[config.mk]
export PLATFORM = sky130hd
export DESIGN_NAME = fault_reg_array
export DESIGN_NICKNAME = d
export VERILOG_FILES = /design/src/rtl/fault_reg_array.sv
export SDC_FILE = /design/constraint.sdc
export NUM_CORES = 1
export LEC_CHECK = 0
export CELL_PAD_IN_SITES_DETAIL_PLACEMENT = 0
export CELL_PAD_IN_SITES_GLOBAL_PLACEMENT = 1
export CORE_ASPECT_RATIO = 0.5
export CORE_MARGIN = 2
export CORE_UTILIZATION = 47
export DETAILED_ROUTE_END_ITERATION = 8
export DONT_BUFFER_PORTS = 1
export GPL_ROUTABILITY_DRIVEN = 0
export GPL_TIMING_DRIVEN = 0
export PLACE_DENSITY_LB_ADDON = 0.1
export REMOVE_ABC_BUFFERS = 1
export SKIP_LAST_GASP = 1
export SLEW_MARGIN = 10
export SYNTH_ARGS = -nofsm -noshare
export SYNTH_HDL_FRONTEND = slang
export SYNTH_SLANG_ARGS = --single-unit
[constraint.sdc]
create_clock -name clk -period 2.69 [get_ports clk]
set_clock_uncertainty 0.1 [all_clocks]
set_input_delay 0.538 -clock clk [delete_from_list [all_inputs] [get_ports clk]]
set_output_delay 0.538 -clock clk [all_outputs]
set_load 0.1 [all_outputs]
[src/rtl/fault_reg_array.sv]
// fault_reg_array: an array of protected target flops loaded with a known
// pattern and compared against that pattern every RUN cycle. Any flipped bit
// is logged (sticky mask, saturating count, first-fault index) and the
// register is rewritten with the expected value on the following cycle.
module fault_reg_array #(
  parameter int N_REGS = 8,
  parameter int CNT_W  = 16,
  parameter int IDX_W  = $clog2(N_REGS)
) (
  input  logic              clk,
  input  logic              rst_n,
  input  logic [1:0]        mode,
  input  logic              arm,
  input  logic              clear,
  input  logic [N_REGS-1:0] inject,
  output logic [N_REGS-1:0] reg_q,
  output logic              fault,
  output logic [N_REGS-1:0] fault_mask,
  output logic [CNT_W-1:0]  fault_count,
  output logic [IDX_W-1:0]  first_idx,
  output logic              first_valid,
  output logic [1:0]        state
);

  typedef enum logic [1:0] {
    ST_IDLE = 2'd0,
    ST_LOAD = 2'd1,
    ST_RUN  = 2'd2
  } state_t;

  localparam logic [1:0] MODE_ALL0    = 2'd0;
  localparam logic [1:0] MODE_ALL1    = 2'd1;
  localparam logic [1:0] MODE_CHECKER = 2'd2;
  localparam logic [1:0] MODE_TOGGLE  = 2'd3;

  state_t            state_reg;
  logic [1:0]        mode_l_reg;
  logic              ph_reg;
  // The laser target: these flops must survive synthesis as distinct cells.
  (* keep = "true", dont_touch = "true" *) logic [N_REGS-1:0] reg_q_reg;
  logic              fault_reg;
  logic [N_REGS-1:0] mask_reg;
  logic [CNT_W-1:0]  count_reg;
  logic [IDX_W-1:0]  first_idx_reg;
  logic              first_valid_reg;

  logic [N_REGS-1:0] checker_pat;
  logic [N_REGS-1:0] pat_mode;
  logic [N_REGS-1:0] pat_l;
  logic [N_REGS-1:0] expected;
  logic [N_REGS-1:0] expected_next;
  logic [N_REGS-1:0] mis;
  logic              mis_any;
  logic [IDX_W-1:0]  low_idx;

  // Checkerboard: odd bit positions are 1 (8'hAA for eight registers).
  generate
    for (genvar gi = 0; gi < N_REGS; gi++) begin : g_checker
      assign checker_pat[gi] = ((gi % 2) == 1);
    end
  endgenerate

  // Pattern for the live mode input (used while loading) and the latched mode.
  always_comb begin
    pat_mode = '0;
    case (mode)
      MODE_ALL0:    pat_mode = '0;
      MODE_ALL1:    pat_mode = '1;
      MODE_CHECKER: pat_mode = checker_pat;
      MODE_TOGGLE:  pat_mode = checker_pat;
      default:      pat_mode = '0;
    endcase
    pat_l = '0;
    case (mode_l_reg)
      MODE_ALL0:    pat_l = '0;
      MODE_ALL1:    pat_l = '1;
      MODE_CHECKER: pat_l = checker_pat;
      MODE_TOGGLE:  pat_l = checker_pat;
      default:      pat_l = '0;
    endcase
  end

  assign expected      = pat_l ^ {N_REGS{ph_reg}};
  assign expected_next = pat_l ^ {N_REGS{~ph_reg}};
  assign mis           = reg_q_reg ^ expected;
  assign mis_any       = (state_reg == ST_RUN) && (|mis);

  // Lowest set bit of the current mismatch vector.
  always_comb begin
    low_idx = '0;
    for (int i = N_REGS - 1; i >= 0; i--) begin
      if (mis[i]) low_idx = IDX_W'(i);
    end
  end

  // Sequencer and target registers: load, then rewrite the expected value every RUN cycle.
  always_ff @(posedge clk) begin
    if (!rst_n) begin
      state_reg  <= ST_IDLE;
      mode_l_reg <= MODE_ALL0;
      ph_reg     <= 1'b0;
      reg_q_reg  <= '0;
    end else begin
      case (state_reg)
        ST_IDLE: begin
          if (arm) state_reg <= ST_LOAD;
        end
        ST_LOAD: begin
          mode_l_reg <= mode;
          ph_reg     <= 1'b0;
          reg_q_reg  <= pat_mode ^ inject;
          state_reg  <= ST_RUN;
        end
        ST_RUN: begin
          if (mode_l_reg == MODE_TOGGLE) begin
            reg_q_reg <= expected_next ^ inject;
            ph_reg    <= ~ph_reg;
          end else begin
            reg_q_reg <= pat_l ^ inject;
          end
          if (!arm) state_reg <= ST_IDLE;
        end
        default: state_reg <= ST_IDLE;
      endcase
    end
  end

  // Fault bookkeeping; a mismatch in the same cycle as clear is logged on top of the clear.
  always_ff @(posedge clk) begin
    if (!rst_n) begin
      fault_reg       <= 1'b0;
      mask_reg        <= '0;
      count_reg       <= '0;
      first_idx_reg   <= '0;
      first_valid_reg <= 1'b0;
    end else begin
      fault_reg <= mis_any;
      if (clear) begin
        mask_reg        <= '0;
        count_reg       <= '0;
        first_idx_reg   <= '0;
        first_valid_reg <= 1'b0;
      end
      if (mis_any) begin
        if (clear) begin
          mask_reg        <= mis;
          count_reg       <= CNT_W'(1);
          first_idx_reg   <= low_idx;
          first_valid_reg <= 1'b1;
        end else begin
          mask_reg <= mask_reg | mis;
          if (count_reg != {CNT_W{1'b1}}) count_reg <= count_reg + CNT_W'(1);
          if (!first_valid_reg) begin
            first_idx_reg   <= low_idx;
            first_valid_reg <= 1'b1;
          end
        end
      end
    end
  end

  assign reg_q       = reg_q_reg;
  assign fault       = fault_reg;
  assign fault_mask  = mask_reg;
  assign fault_count = count_reg;
  assign first_idx   = first_idx_reg;
  assign first_valid = first_valid_reg;
  assign state       = state_reg;

endmodule

After elaboration in Yosys (flattened, before gate mapping):

Index checks and enable logic that the tools add are counted.

* register bits: 42
* bits in latches: 0
* bits in writable memories: 0
* bits in read-only memories: 0
* bits of input ports: 14
* output and inout port bits: 39
* word-level logic and storage cells: 73
* memories kept: 0

* add/subtract/negate cells: 1
* multiply operators: 0
* divide/modulo/power cells: 0
* $lt $le $gt $ge: 0
* eq/ne operators: 12
* shift-type cells: 0
* mux-type cells: 32
* bitwise logic cells: 8
* reduce and logical (&&, ||, !) cells: 11

Operator list (number)
* 2-to-1 mux 16 bit: 4
* case mux 8 bit (3 select lines): 2
* bitwise XOR 8 bit: 6
* 2-to-1 mux 3 bit: 12
* 2-to-1 mux 8 bit: 4
* adder 16 x 1 -> 16 bit, second input constant: 1
* inequality test 16 bit, second input constant: 1
* case mux 8 bit (2 select lines): 1
* == test 2 bit, second input constant: 5
* OR 8 bit: 1
* OR reduction 8 bit: 1
* == test 2 x 1 -> 1 bit, second input constant: 3
* zero test 2 bit: 3
* case mux 2 bit (3 select lines): 1
* 2-to-1 mux 1 bit: 5
* 2-to-1 mux 2 bit: 2
* inequality test 2 bit, second input constant: 2
* AND reduction 2 bit: 2
* nonzero test 2 bit: 2
* OR reduction 2 bit: 2
* inequality test 2 x 1 -> 1 bit, second input constant: 1
* case mux 1 bit (2 select lines): 1
* logical AND 1 bit: 1
* inverter 1 bit: 1

Depth between registers and ports, before layout:

* depth after elaboration: 16
* depth in mapped cells: 10
* depth with buffers taken out: 7

Least setup slack after synthesis:

No wires, ideal clock.

* path type: reg-to-reg
* start: register count_reg[2] (netlist: fault_count[2])
* end: register count_reg[0] (netlist: fault_count[0])
* library setup time: 0.116 ns
* data arrival time: 2.417 ns
* required time: 2.474 ns
* setup slack: 0.057 ns
* cell stages (with the launch flop): 6
* path buffers: 0
* period minus slack after synthesis: 2.633 ns
* cell sequence: dfxtp_1 -> and3_1 -> nand3_1 -> nor3_1 -> o21ai_0 -> a41o_1

* cells in the longest elaborated chain, start to end: 4

RTL lines
* start: declaration: line 43 `logic [CNT_W-1:0] count_reg;`
* start signal: assignment: line 152 `if (count_reg != {CNT_W{1'b1}}) count_reg <= count_reg + CNT_W'(1);`
* inequality test 16 bit: line 152
* 2-to-1 mux 16 bit: line 152
* 2-to-1 mux 16 bit: line 145 `if (clear) begin`
* 2-to-1 mux 16 bit: line 144 `if (mis_any) begin`

No other way between the ends.
A chain may end at the register's enable or synchronous reset.

Worst setup path after layout:

* start: register reg_q_reg[0] (netlist: reg_q[0])
* end: register count_reg[7] (netlist: fault_count[7])

* cells in the longest elaborated chain, start to end: 4

RTL lines
* start: declaration: line 40 `(* keep = "true", dont_touch = "true" *) logic [N_REGS-1:0] reg_q_reg;`
* start signal: assignment: line 111 `reg_q_reg <= pat_mode ^ inject;`
* start signal: assignment: line 116 `reg_q_reg <= expected_next ^ inject;`
* start signal: assignment: line 119 `reg_q_reg <= pat_l ^ inject;`
* bitwise XOR 8 bit: line 85 `assign mis = reg_q_reg ^ expected;`
* OR reduction 8 bit: line 86 `assign mis_any = (state_reg == ST_RUN) && (|mis);`
* logical AND 1 bit: line 86
* 2-to-1 mux 16 bit: line 144

No other way between the ends.

==> metrics.md <==
| Metric | Value |
|---|---|
| Run status | `finished clean` |
| Die Ht | `56.20 um` |
| Initial antenna violation count | `0` |
| Placed Area | `2451 um2` |
| Hold Vio Cnt, Final | `0` |
| CP Capture Type | `flop` |
| Ant. Diodes | `0` |
| Asr flop ratio synth | `0%` |
| Post-route cell area | `2650 um2` |
| Critical path, cell by cell | `xnor2_2 > and4bb_2 > or4_1 > a21oi_1` |
| CP Class | `flop to flop` |
| Top_reg_cell synth | `dfxtp_1` |
| Largest net degree at the start of global routing | `28` |
| Port bufs | `0` |
| Skew-Pair Late Insertion Delay | `0.30 ns` |
| Slew @ Worst Pin | `1.067 ns` |
| Post-synthesis instance total | `301` |
| Crit-path max cell delay | `1.04 ns` |
| Setup repair bufs after CTS | `0` |
| Pwr/cell area | `885.6 nW/um2` |
| Initial Util | `50.32%` |
| Max reg flops | `16` |
| CP arrival | `2.67 ns` |
| Max-Cap Viols | `0` |
| Routed WL | `5.975 mm` |
| Post-synth EDFFs | `0` |
| Static Leak | `0.8684 nW` |
| Fin crit share | `94.62%` |
| Total die area | `6092 um2` |
| CP bufs+invs | `0` |
| Core area | `5090 um2` |
| Width of the die | `108.4 um` |
| Vias in the first global route | `1956` |
| WP data required | `2.81 ns` |
| Clock root cell | `clkbuf_8` |
| Total CTS buffers | `5` |
| Final setup fails | `0` |
| Netlist Area Pre-Place | `2561 um2` |
| Max clock buf depth | `2` |
| Peak VDD IR | `0.6361 mV` |
| Sequential area share after synthesis | `32.83%` |
| Final Max Slew Viols | `0` |
| RSZ-0062 raised after global routing | `no` |
| Syn avg cell area | `8.509 um2` |
| CTS tree | `done` |
| Iter 0 DRT Violations | `124` |
| Htree depth | `2` |
| Nets@finish | `298` |
| Worst setup margin | `0.1448 ns` |
| Core Rows | `18` |
| Ys Warns | `0` |
| Worst slew margin | `28.80%` |
| GR Util All Layers | `19.87%` |
| Vias per cell | `5.991` |
| Drt pass-1 iters | `4` |
| Post-synthesis cell type count | `59` |
| CP max stage cell | `dfxtp_1` |
| Area Overhead vs Synth | `3.468%` |
| Largest delay contributor family on the critical path | `flip-flops` |
| CTS Sinks | `42` |
| First-pass GRT wire length | `9.515 mm` |
| Fin util | `52.06%` |
| Crit path max fanout | `13` |
| Crit start category | `flop` |
| # IOs | `53` |
| Clk slew on worst S/H paths | `0.09 ns` |
| Placement Setup Slack | `-0.9907 ns` |
| Remaining global-route overflow | `0` |
| Number of synthesized register bits | `42` |
| Max Freq | `392.9 MHz` |
| Routed Antenna Nets | `0` |
| Fillers | `501` |
| DR DRC count | `0` |
| Post-layout min period | `2.545 ns` |
| Worst Hold Class | `input port to flop` |
| Layout cell share with drive strength beyond 1 | `20.36%` |
| Per-cell routed wire length | `17.07 um` |
| Via Count | `2097` |
| Hpwl dp | `4.013 mm` |
[power by group]
part / switching (mW) / internal [mW] / total, mW
Clock: 0.234 / 0.207 / 0.441
Combinational: 0.422 / 0.285 / 0.706
Sequential: 0.503 / 0.697 / 1.20
[layout make-up]
class	count	area, um2	share of cell area (%)
multi-input combinational	223	1550	58.50
sequential	42	890.9	33.62
tap	70	87.58	3.305
clock buffer	6	82.58	3.116
clock inverter	2	12.51	0.4721
inverter	7	26.28	0.9915
[layer usage]
metal / global-route usage [%] / vias up / wire, um
met2: 31.00 / 56 / 2629
met3: 6.440 / 5 / 425
li1: - / 1050 / -
met1: 26.24 / 986 / 2883
met5: 0 / - / 0
met4: 5.861 / 0 / 36
[what timing repair did]
| item | CTS | global route |
|---|---|---|
| hold buffers | 0 | 0 |
| gates resized for setup | 31 | 11 |
| gates cloned | 0 | 1 |
| endpoints found under the setup margin | 37 | 17 |
[kinds of logic (layout without fill, tap and decap cells)]
family	after synthesis	count (layout)	synth area share, %
AO/OA/AOI/OAI	68	68	20.03
XOR/XNOR	19	19	7.083
adder cells (fa/ha/maj)	5	5	2.443
buffers and inverters	37	15	8.744
flip-flops	42	42	32.83
multiplexers	11	11	4.299
AND/OR/NAND/NOR	119	120	24.57
[synth_stat cells (5+ instances only)]
library cell / count / area share [%]
mux2i_1: 11 / 4.3
a21oi_1: 7 / 1.4
nand2b_1: 5 / 1.2
nand2_1: 27 / 4.0
a22o_1: 8 / 2.7
o21ai_0: 10 / 2.0
dfxtp_1: 42 / 33
xor2_1: 6 / 2.1
nor2_1: 28 / 4.1
nor3_1: 7 / 1.4
xnor2_1: 11 / 3.8
clkbuf_1: 9 / 1.3
inv_1: 7 / 1.0
buf_4: 10 / 2.9
ha_1: 5 / 2.4
a211oi_1: 5 / 1.5
o31ai_1: 9 / 2.6
or3_1: 12 / 2.9
nand3_1: 8 / 1.6
nand4_1: 6 / 1.5
[through the flow]
stage / std cells / total power [mW] / setup TNS [ns] / hold slack, ns
final: 350 / 2.347 / 0 / 0.2643
after global routing: 350 / 2.485 / 0 / 0.2613
after CTS: 349 / 2.286 / 0 / 0.2541
after detailed placement: 341 / 1.818 / -24.93 / 0.5653
after global placement: 341 / 1.799 / -23.91 / 0.5600
after floorplan: 271 / 1.658 / -7.550 / 0.5170
[worst reg2reg max path, cell delays in order (launching register included)]
cell and delay (ns):
dfxtp_1 1.04, xnor2_2 0.27, and4bb_2 0.40, or4_1 0.53, a21oi_1 0.14
[cell usage in the layout, fill, tap and decap left out, types with 6 or more instances in the layout]
cell      instances
nor2_1           28
nand2_1          27
dfxtp_2          19
dfxtp_1          16
or3_1            12
mux2i_1          11
xnor2_1          10
o31ai_1           9
o21ai_0           9
nand3_1           8
a22o_1            8
inv_1             7
a21oi_1           7
dfxtp_4           7
nor3_1            6
nand4_1           6
xor2_1            6
clkbuf_8          6
[worst paths after layout]
| path | startpoint | cells past startpoint | slack, ns | endpoint |
|---|---|---|---|---|
| setup / recovery | reg_q[0] | 4 | 0.14 | fault_count[7] |
| hold / removal | rst_n | 1 | 0.26 | ph_reg |
| setup reg to reg | reg_q[0] | 4 | 0.14 | fault_count[7] |
| hold reg to reg | mode_l_reg[1] | 2 | 0.61 | mode_l_reg[1] |
No activity file was read; power rests on OpenSTA's default activity.
